File: src/rtl/interval_timer.sv
// Programmable interval timer: loads a tick count from one of four writable
// parameters and returns a one-cycle expired pulse. Optional hold port: TIMER_HOLD_EN.
module interval_timer #(
  parameter int unsigned TICK_DIV = 4,
  parameter int unsigned T_BASE   = 6,
  parameter int unsigned T_EXT    = 3,
  parameter int unsigned T_YEL    = 2,
  parameter int unsigned T_WALK   = 4
) (
  input  logic       clk,
  input  logic       g_reset,
  input  logic       start_timer,
  input  logic [1:0] interval,
  input  logic       prog_sync,
  input  logic [1:0] prog_sel,
  input  logic [3:0] prog_value,
`ifdef TIMER_HOLD_EN
  input  logic       hold,
`endif
  output logic       expired,
  output logic       busy,
  output logic [3:0] time_left
);

  localparam int unsigned PW = (TICK_DIV > 1) ? $clog2(TICK_DIV) : 1;
  localparam logic [PW-1:0] PrescLast = PW'(TICK_DIV - 1);

  typedef enum logic [1:0] {StIdle, StRun, StDone} state_e;

  state_e        state_q, state_d;
  logic [PW-1:0] presc_q, presc_d;
  logic [3:0]    count_q, count_d;
  logic [3:0]    param_q [4];
  logic [3:0]    param_d [4];
  logic          expired_q, busy_q;
  logic          freeze;

`ifdef TIMER_HOLD_EN
  assign freeze = hold;
`else
  assign freeze = 1'b0;
`endif

  function automatic logic [3:0] param_default(input logic [1:0] idx);
    logic [3:0] val;
    case (idx)
      2'd0:    val = 4'(T_BASE);
      2'd1:    val = 4'(T_EXT);
      2'd2:    val = 4'(T_YEL);
      default: val = 4'(T_WALK);
    endcase
    return val;
  endfunction

  // Writes land in param_q after the edge, so a same-edge load sees the old value.
  always_comb begin
    for (int i = 0; i < 4; i++) param_d[i] = param_q[i];
    if (prog_sync) begin
      param_d[prog_sel] = (prog_value == 4'd0) ? param_default(prog_sel) : prog_value;
    end
  end

  always_comb begin
    state_d = state_q;
    presc_d = presc_q;
    count_d = count_q;
    if (start_timer) begin
      state_d = StRun;
      presc_d = '0;
      count_d = param_q[interval];
    end else begin
      unique case (state_q)
        StIdle: begin
          state_d = StIdle;
        end
        StRun: begin
          if (!freeze) begin
            if (presc_q == PrescLast) begin
              presc_d = '0;
              if (count_q <= 4'd1) begin
                state_d = StDone;
                count_d = 4'd0;
              end else begin
                count_d = count_q - 4'd1;
              end
            end else begin
              presc_d = presc_q + 1'b1;
            end
          end
        end
        StDone: begin
          state_d = StIdle;
        end
        default: begin
          state_d = StIdle;
        end
      endcase
    end
  end

  always_ff @(posedge clk) begin
    if (g_reset) begin
      state_q   <= StIdle;
      presc_q   <= '0;
      count_q   <= 4'd0;
      expired_q <= 1'b0;
      busy_q    <= 1'b0;
      for (int i = 0; i < 4; i++) param_q[i] <= param_default(2'(i));
    end else begin
      state_q   <= state_d;
      presc_q   <= presc_d;
      count_q   <= count_d;
      expired_q <= (state_d == StDone);
      busy_q    <= (state_d == StRun);
      for (int i = 0; i < 4; i++) param_q[i] <= param_d[i];
    end
  end

  assign expired   = expired_q;
  assign busy      = busy_q;
  assign time_left = count_q;

endmodule

File: config.mk
export PLATFORM = sky130hd
export DESIGN_NAME = interval_timer
export DESIGN_NICKNAME = d
export VERILOG_FILES = /design/src/rtl/interval_timer.sv
export SDC_FILE = /design/constraint.sdc
export NUM_CORES = 1
export LEC_CHECK = 0
export CAP_MARGIN = 20
export CORE_MARGIN = 1.5
export CORE_UTILIZATION = 37
export DETAILED_ROUTE_END_ITERATION = 16
export HOLD_SLACK_MARGIN = 0.12
export SLEW_MARGIN = 40
export SYNTH_ARGS = -nofsm -noshare
export SYNTH_HDL_FRONTEND = slang
export SYNTH_SLANG_ARGS = --single-unit
File: constraint.sdc
create_clock -name clk -period 3 [get_ports clk]
set_input_delay 0.6 -clock clk [delete_from_list [all_inputs] [get_ports clk]]
set_output_delay 0.6 -clock clk [all_outputs]
set_load 0.02 [all_outputs]
# Yosys cells after proc, flatten, opt, wreduce, memory -nomap -nowiden
# Memories as Yosys holds them, arrays and structs flattened.
# Index checks and enable logic that the tools add are counted.
classes:
  muxes: 27
  n_addsub: 2
  n_bitwise: 5
  div_mod_pow: 0
  multipliers: 0
  n_eq_ne: 6
  reduce_logical: 7
  magnitude_cmp: 3
  shifts: 0
ops:
  columns: ["operator", "count"]
  rows:
  - ["$mux W4", 15]
  - ["$bwmux W16", 1]
  - ["$mux W16", 1]
  - ["$mux W2", 5]
  - ["$pmux W3 S3", 1]
  - ["$demux W4 S2", 1]
  - ["$eq A2 B1 Y1 const B", 3]
  - ["$eq A2 B2 Y1 const B", 3]
  - ["$le A4 B1 Y1 const B", 1]
  - ["$logic_not A4 Y1", 1]
  - ["$or A1 B1 Y1", 4]
  - ["$reduce_bool A2 Y1", 2]
  - ["$sub A4 B1 Y4 const B", 1]
  - ["$ge A3 B3 Y1 const B", 1]
  - ["$lt A3 B1 Y1 const B", 1]
  - ["$mux W1", 3]
  - ["$not A2 Y3", 1]
  - ["$add A2 B1 Y2 const B", 1]
  - ["$logic_not A2 Y1", 1]
  - ["$reduce_and A2 Y1", 1]
  - ["$reduce_or A2 Y1", 1]
  - ["$logic_and A1 B1 Y1", 1]
word_totals:
  rom_bits: 0
  ff_bits: 10
  n_memories: 1
  elab_cells: 56
  ram_bits: 16
  in_bits: 12
  latchBits: 0
memory_table:
  columns: ["name", "words", "word_bits", "read_ports", "rd_clocked_by_memory_dff", "write_ports", "line_no", "source"]
  rows:
  - ["param_q", 4, 4, 5, 0, 4, "33", "logic [3:0] param_q [4];"]

# Depth between registers and ports, before layout
# Gate-level depths: netlist of the first run.
logic_depth:
  word_depth: 8
  mapped_depth: 5

# Least setup slack after synthesis of the first run
# No wires, ideal clock.
synth_path:
  path_type: "input port to flip-flop"
  start: "input port prog_sel[0]"
  end: "memory param_q[1][2]"
  arrival_ns: 1.499
  slack_ns: 1.410
  n_path_buf: 0
  path_stages: 5
  cell_sequence: "inv_1 -> ha_1 -> nor4_1 -> nor2_1 -> a311oi_1"
synth_lines:
  columns: ["element", "line_no", "source"]
  rows:
  - ["from (decl)", "15", "input logic [1:0] prog_sel,"]
  - ["to (decl)", "33", null]

# Worst setup path in the final report of the first run
layout_path:
  start: "register count_q[2] (netlist: time_left[2])"
  end: "output port time_left[2]"
layout_lines:
  columns: ["element", "line_no", "source"]
  rows:
  - ["from (decl)", "32", "logic [3:0] count_q, count_d;"]
  - ["from (signal assigned)", "112", "count_q <= count_d;"]
  - ["to (decl)", "22", "output logic [3:0] time_left"]
# No word-level cell between the ends.

==> metrics, run 1 <==
vias in the first global route=between 900 and 1000; Sw Pwr=171 µW; clk buf depth=2; Top Ports=18; die width=60.9 µm; count of final setup violators=0; CP Max Fanout=9; flops & latches, synth=26; Final Max Tran Viols=0; slowest cell on the critical path=clkdlybuf4s50_1; RSZ-0062 raised after global routing=false; delay of the slowest cell on the worst path=660 ps; Clk pwr share=approximately a quarter; vias per cell=5.38; WP buf/inv=1; hold crit path type=reg -> reg; share of the synthesized area in the top cell type=41.9%; slew margin rel.=66.7%; skew final=about 2.8 ps; DR vias=about 1000; GPL Wtd Cong=0.817; hold_buf cts=0; Int Power=about 490 µW; clk root buf=clkbuf_4; WL/cell=13.4 µm; Non-Filler Instances=194; Hold WS=472 ps; area delta synth->final=20.1%; clk slew on worst S/H paths=between 100 and 150 ps; setup TNS=0 ps; antenna violations before repair=0; TritonCTS buffer count=3; dpl cell area=between 1000 and 1500 µm²; Post-Synthesis Cells=131; grt total ovfl=0; min cycle time layout=2080 ps; Routed WL=2.60 mm; Post-synth ARST share=0%; H-tree depth=1; Power per Cell Area=442 nW/µm²; Rows=20; first-pass GRT wire length=between 4 and 5 mm; Resize count post-CTS=0; Sink Count=26; Final period util=69.4%; CP Launch Type=register; Post-route DRC=0; CORE AREA=3130 µm²; Syn. warnings=0; CP top delay family=buffers and inverters; Die H=60.9 µm; initial DRC count=64; top-count cell post-synth=dfxtp_1; peak supply drop=0.220 mV; CP Data Required Time=roughly 2400 ps; Final ANT Viol Nets=0; status=completed; Max Used Layer=met4; synthesized area=1240 µm²; Net Sw Frac=26.0%; unique cell type count in the Yosys netlist=32; hold depth=2; Antenna Diode Count=0; largest net degree at the start of global routing=18; Finished Cell Area=1490 µm²; achievable frequency=just under 500 MHz; CP arrival=between 1000 and 1500 ps; top cells by area, synth=dfxtp_1 (42%), ha_1 (8.1%), mux4_2 (7.3%), nand2_1 (5.4%), a21oi_1 (4.0%); crit path capture type=output pin; EDFF count, synth=0; clk_lat worst skew=310 ps; worst path cell trace=clkdlybuf4s50_1; net count after synthesis=151; nets@finish=171; total die area=3710 µm²; placed instance count=190; synthesized area per cell=9.47 µm²; post-synthesis sequential area ratio=41.9%; WL met2=roughly 1.4 mm; DR WL met3=88 µm; port bufs=17; worst r2r path cells=5; 1st-pass router iterations=4; cell count along the critical path=1; Tot GR Track Use=16.2%; combinational power share=16.6%; Sequential Power Share=between 50% and 60%; Max Cap Violations=0; top cells by count, synth=dfxtp_1 (26), nand2_1 (18), a21oi_1 (10); initial core utilization=39.7%; Setup Fix Bufs, Post-CTS=0; Final Hold Viols=0; standby leakage power=0.564 nW; cell taking the most area after synthesis=dfxtp_1; worst slew pin tran=~500 ps; ys flop type=dfxtp_1; layout cells sized above 1=under 10%; DP Wirelength=between 2 and 2.5 mm; kind of critical path=reg -> out; M1 WL=around 1.1 mm; CTS tree=done
-- cells in the final DEF (no fill, tap or decap), drive strengths merged, types with 2 or more instances in the layout --
cell type      instances
nor3                   5
a31oi                  3
nand3                  5
nor4                   2
a21oi                 10
mux4                   4
inv                    8
clkdlybuf4s50         17
ha                     8
nor2b                  2
a211oi                 2
o311ai                 2
dfxtp                 26
clkbuf                 4
o211ai                 6
mux2i                  3
o21ai                  3
nor2                   7
nand2                 18
a311oi                 3
-- per-layer routing --
| layer | up-vias | track usage [%] |
|---|---|---|
| li1 | 521 | - |
| met1 | 497 | 18.8 |
| met2 | 23 | 30.0 |
| met3 | 2 | 2.56 |
| met4 | 0 | 5.59 |
| met5 | - | 0 |
-- power by group through the flow --
stage | logic [mW] | clock network (mW) | registers (mW)
2_1_floorplan | 0.0605 | 0 | 0.385
3_3_place_gp | 0.108 | 0 | 0.381
3_5_place_dp | 0.111 | 0 | 0.382
4_1_cts | 0.111 | 0.177 | 0.375
5_1_grt | 0.122 | 0.194 | 0.377
6_report | 0.110 | 0.175 | 0.375
-- layout make-up --
cell class	instances	area, µm²
Sequential cell	26	520
Fill cell	311	1640
Timing Repair Buffer	18	178
Tap cell	44	55.1
Multi-Input combinational cell	93	667
Clock buffer	4	36.3
Inverter	9	33.8
-- worst reg2reg max path, delay by kind of cell, from the launching register on --
family	cells	cell delay (ps)
adders and majority gates	1	190
DFF	1	370
buffers and inverters	1	80
and+or+nand+nor	3	730
-- path summary, 6_finish.rpt --
kind | startpoint | endpoint | slack, ps
hold reg to reg | param_q[2][3] | param_q[2][3] | 470
setup reg to reg | time_left[0] | expired | 1560
hold / removal | param_q[2][3] | param_q[2][3] | 470
setup / recovery | time_left[2] | time_left[2] | 920
-- through the flow --
step	setup WS, ps	power (mW)	util, %
floorplan	1410	0.445	-
global placement	794	0.489	46.5
detailed placement	751	0.493	46.5
CTS	924	0.663	47.6
global route	838	0.693	47.6
finish	918	0.659	47.6
-- registers in the layout (all words and copies together), names as in the netlist --
name       count
presc_q        2
state_q        2
time_left      4
expired        1
busy           1
param_q       16
-- kinds of logic after synthesis --
| family | after synthesis | synth area share (%) |
|---|---|---|
| compound gates | 33 | 17.7 |
| buf+inv | 12 | 4.33 |
| flops | 26 | 41.9 |
| fa+ha+maj | 8 | 8.06 |
| simple gates | 45 | 18.2 |
| mux | 7 | 9.68 |
(Power assumes the default switching activity.)
==> inputs of run 2 (changes only) <==
Clock period 3 ns to 2 ns, I/O delays scaled along.
==> run 2 against run 1 <==
Net effect: wire length up 2.3%; combinational power up 57%; flip-flop and latch count unchanged; critical path depth unchanged; global-route usage up 0.97 points.
==> metrics, run 2 (synthesis results as in run 1) <==
status=completed; Max Cap Violations=0 (unchanged); CP top delay family=buffers and inverters; layout cells sized above 1=11.0% (+3.0 points); DR vias=1054 (+1.1%); worst slew pin tran=410 ps (-88.0 ps); grt total ovfl=0 (unchanged); setup TNS=0 ps (unchanged); # fillers=308 (-0.96%); Register-to-Register Setup Slack=560 ps (-1000 ps); most common cell after layout, fill and taps aside=dfxtp_1; area delta synth->final=22.6%; clk_lat worst skew=320 ps (about the same); Top Ports=18 (unchanged); RR Endpoint=expired; reg2reg start=presc_q[0]; placed instance count=196 (+3.2%); CP Data Required Time=1600 ps (-800 ps); initial core utilization=39.7% (unchanged); hold_buf cts=0 (unchanged); Die H=60.9 µm (unchanged); WL/cell=13.4 µm (-0.22%); Resize count post-CTS=0 (unchanged); Hold WS=466 ps (-6.62 ps); kind of critical path=reg -> out; hold path start=param_q[2][3]; Final period util=94.0%; die width=60.9 µm (unchanged); nets@finish=177 (+3.5%); Power per Cell Area=628 nW/µm² (+42%); Routed WL=2.66 mm (+2.3%); Final Hold Viols=0 (unchanged); delay of the slowest cell on the worst path=660 ps (about the same); worst path cell trace=clkdlybuf4s50_1; Post-route DRC=0 (unchanged); Antenna Diode Count=0 (unchanged); antenna violations before repair=0 (unchanged); port bufs=17 (unchanged); CP Max Fanout=9 (unchanged); Final WS setup=121 ps (-797 ps); most frequent cells in the layout=dfxtp_1 (26), nand2_1 (18), clkdlybuf4s50_1 (17); clk buf depth=2 (unchanged); initial DRC count=51 (-20%); standby leakage power=0.586 nW (+3.9%); total die area=3710 µm² (unchanged); vias in the first global route=1085 (+11%); CORE AREA=3130 µm² (unchanged); peak supply drop=0.330 mV (+50%); TritonCTS buffer count=3 (unchanged); H-tree depth=1 (unchanged); DP Wirelength=2.14 mm (+4.2%); achievable frequency=around 530 MHz; Finished Cell Area=1520 µm² (+2.1%); min cycle time layout=1880 ps; GPL Wtd Cong=0.764 (-6.6%); pre-CTS setup slack=9.18 ps (-741 ps); dpl cell area=1500 µm² (+3.1%); count of final setup violators=0 (unchanged); crit path capture type=output pin; hold depth=2 (unchanged); Setup Fix Bufs, Post-CTS=0 (unchanged); clk slew on worst S/H paths=130 ps (about the same); Tot GR Track Use=17.2% (+0.97 points); Final Max Tran Viols=0 (unchanged); first-pass GRT wire length=4.62 mm (+3.6%); largest net degree at the start of global routing=18 (unchanged); hold crit path type=reg -> reg; worst r2r path cells=4 (-1); slew margin rel.=72.3% (+5.6 points); skew final=6.53 ps (+3.68 ps); WP buf/inv=1 (unchanged); Biggest register=param_q; Non-Filler Instances=199 (+2.6%); vias per cell=5.30 (-1.5%); clk root buf=clkbuf_4; Final Core Density=48.6% (+1.0 points); CTS tree=done; total power=955 µW (+45%); Sink Count=26 (unchanged); Final ANT Viol Nets=0 (unchanged); RSZ-0062 raised after global routing=false; Rows=20 (unchanged); CP arrival=1480 ps (about the same); max FFs per register=16 (unchanged); 1st-pass router iterations=3 (-1); CP Launch Type=register; slowest cell on the critical path=clkdlybuf4s50_1; Hold Path End=param_q[2][3]
## run 2: where the power goes
group / internal (mW) / leakage (nW) / switching, mW
Sequential: 0.543 / 0.213 / 0.0188
Clock: 0.0707 / 0.0138 / 0.149
Combinational: 0.0847 / 0.359 / 0.0883
Total: 0.698 / 0.586 / 0.257
## run 2: area by class of cell
type | count | area, µm² | area share [%]
clock buffer | 3 | 22.5 | 1.48
inverter | 9 | 33.8 | 2.22
multi-input combinational | 93 | 667 | 43.8
sequential | 26 | 520 | 34.2
tap | 44 | 55.1 | 3.62
timing repair buffer | 24 | 223 | 14.6
## run 2: worst max path at each step
| stage | from | endpoint | slack (ps) | cells past startpoint |
|---|---|---|---|---|
| 2_1_floorplan | time_left[0] | state_q[1] | 600 | 4 |
| 3_3_place_gp | prog_sel[0] | param_q[1][2] | 60 | 6 |
| 3_5_place_dp | prog_sel[0] | param_q[1][2] | 9 | 6 |
| 4_1_cts | time_left[2] | time_left[2] | 120 | 1 |
| 5_1_grt | time_left[2] | time_left[2] | 50 | 1 |
| 6_report | time_left[2] | time_left[2] | 120 | 1 |
## run 2: metal layers
layer  track usage [%]  vias up  part of all wire, %  wire length, µm
li1                  -      538                    -                -
met1              18.5      494                   42             1120
met2              31.2       18                   53             1410
met3              2.99        4                  3.0               80
met4              9.94        0                  1.8               47
met5                 0        -                    0                0
## run 2: worst min-delay path: stages, from the launching register on
cell and delay, ps:
dfxtp_1 330, nand2_1 50, a21oi_1 50
==> inputs of run 3 (changes only) <==
Settings changed: ABC_AREA set to 1, CORE_UTILIZATION 37 to 40, RECOVER_POWER set to 50.
==> run 3 against run 2 <==
Net effect: total power grew 17%; wire length grew 9.0%; non-clock buffer count shrank 6; flip-flop and latch count is the same; sequential power shrank 1%; core utilization grew 0.53 points; global-route usage shrank 1.2 points; die area grew 6.9%; highest routed layer unchanged.
==> metrics, run 3 <==
status=completed; CP Max Fanout=5 (-4); share of the synthesized area in the top cell type=36.1% (-5.8 points); # fillers=355 (+15%); CORE AREA=3390 µm² (+8.4%); RSZ-0062 raised after global routing=false; Final period util=88.6% (-5.3 points); hold_buf cts=0 (unchanged); DP Wirelength=2.32 mm (+8.7%); Post-Synthesis Cells=200 (+53%); post-synthesis simple-gate area fraction=27.7% (+9.5 points); Setup Fix Bufs, Post-CTS=0 (unchanged); nets@finish=240 (+36%); Final Max Tran Viols=0 (unchanged); peak supply drop=0.268 mV (-19%); flops & latches, synth=26 (unchanged); CP top delay family=buffers and inverters; count of final setup violators=0 (unchanged); most frequent cells in the layout=nand2_1 (50), inv_1 (40), dfxtp_1 (26); area occupied by multi-input gates=694 µm² (+4.1%); achievable frequency=564 MHz (+6.0%); slowest cell on the critical path=clkdlybuf4s50_1; top cells by area, synth=dfxtp_1 (36%), nand2_1 (13%), inv_1 (10%), ha_1 (7.0%), nand3_1 (4.9%); cell taking the most area after synthesis=dfxtp_1; Routed WL=2.90 mm (+9.0%); CTS tree=done; area delta synth->final=15.7%; net count after synthesis=220 (+46%); pre-CTS setup slack=185 ps (+176 ps); antenna violations before repair=0 (unchanged); Compound-Gate Fraction of Synth Area=15.2% (-2.5 points); ys flop type=dfxtp_1; initial core utilization=42.5% (+2.8 points); largest net degree at the start of global routing=16 (-2); synthesized area per cell=7.20 µm² (-24%); layout cells sized above 1=9.13% (-1.8 points); WP buf/inv=1 (unchanged); xor and xnor fraction of the mapped netlist area=0% (unchanged); largest family of logic cells by synthesized area=simple AND/OR/NAND/NOR gates; clk root buf=clkbuf_4; clk_lat worst skew=320 ps (about the same); H-tree depth=1 (unchanged); mux share of post-synthesis cell area=0% (-9.7 points); EDFF count, synth=0 (unchanged); kind of critical path=reg -> out; first-pass GRT wire length=5.01 mm (+8.5%); CP Launch Type=register; 1st-pass router iterations=6 (+3); worst slew pin tran=399 ps (-11.0 ps); slew margin rel.=73.4% (+1.0 points); worst path cell trace=clkdlybuf4s50_1; post-synthesis sequential area ratio=36.1% (-5.8 points); Power per Cell Area=671 nW/µm² (+6.9%); Post-synth ARST share=0% (unchanged); standby leakage power=0.823 nW (+40%); total power=1.12 mW (+17%); DR vias=1232 (+17%); synthesized area=1440 µm² (+16%); Post-route DRC=0 (unchanged); clk slew on worst S/H paths=150 ps (+20 ps); delay of the slowest cell on the worst path=620 ps (-40 ps); CP Data Required Time=1600 ps (about the same); top-count cell post-synth=nand2_1; WL/cell=10.9 µm (-18%); Final ANT Viol Nets=0 (unchanged); max FFs per register=16 (unchanged); skew final=4.46 ps (-2.07 ps); most common cell after layout, fill and taps aside=nand2_1; TritonCTS buffer count=3 (unchanged); adder-cell share of the synthesized area=6.95% (-1.1 points); hold crit path type=reg -> reg; initial DRC count=50 (-2.0%); GPL Wtd Cong=0.860 (+13%); grt total ovfl=0 (unchanged); die width=63 µm (+3.4%); Antenna Diode Count=0 (unchanged); setup TNS=0 ps (unchanged); Max Cap Violations=0 (unchanged); Rows=21 (+5.0%); vias in the first global route=1210 (+12%); Top Ports=18 (unchanged); total die area=3970 µm² (+6.9%); Syn. warnings=0 (unchanged); Final WS setup=228 ps (+107 ps); CP arrival=1370 ps (-110 ps); Sink Count=26 (unchanged); port bufs=17 (unchanged); top cells by count, synth=nand2_1 (49), inv_1 (39), dfxtp_1 (26); Resize count post-CTS=0 (unchanged); Tot GR Track Use=15.9% (-1.2 points); clk buf depth=2 (unchanged); Die H=63 µm (+3.4%); Biggest register=param_q; register area=520 µm² (unchanged); unique cell type count in the Yosys netlist=24 (-25%); vias per cell=4.65 (-12%); Final Hold Viols=0 (unchanged); crit path capture type=output pin; min cycle time layout=1770 ps (-107 ps)
## run 3: cell families (layout without fill, tap and decap cells)
group,count (synthesis),in the layout
AND/OR/NAND/NOR,90,90
AO/OA/AOI/OAI,30,30
adder cells (fa/ha/maj),8,8
flip-flops,26,26
buffers and inverters,46,65
## run 3: layout make-up
class	count	share of cell area, %
Multi-Input combinational cell	128	41.7
Timing Repair Buffer	18	10.7
Sequential cell	26	31.2
Clock buffer	3	1.35
Clock inverter	1	1.80
Tap cell	46	3.45
Inverter	43	9.83
## run 3: through the flow
stage / hold slack (ps) / util [%] / instances / area, µm²
CTS: 482 / 49.9 / 265 / 1690
global route: 501 / 49.2 / 265 / 1670
floorplan: 429 / - / 200 / 1440
finish: 485 / 49.2 / 265 / 1670
detailed placement: 462 / 48.3 / 261 / 1640
global placement: 457 / 48.3 / 261 / 1640
## run 3: worst paths after layout
path / startpoint / to / slack, ps / cells past startpoint
worst max register to register: time_left[0] / time_left[3] / 660 / 9
worst max-delay path: time_left[3] / time_left[3] / 230 / 1
worst min-delay path: presc_q[1] / presc_q[1] / 480 / 2
worst min register to register: presc_q[1] / presc_q[1] / 480 / 2
## run 3: layer usage
layer	wire length, µm	track usage, %	vias to the layer above	share of wire [%]
li1	-	-	663	-
met1	1260	17.2	535	43
met2	1480	29.9	28	51
met3	93	2.70	6	3.2
met4	63	7.22	0	2.2
met5	0	0	-	0
## run 3: power breakdown
part           switching [mW]  total, mW  internal (mW)
sequential             0.0119      0.556          0.544
clock                   0.164      0.367          0.203
combinational           0.117      0.195         0.0779
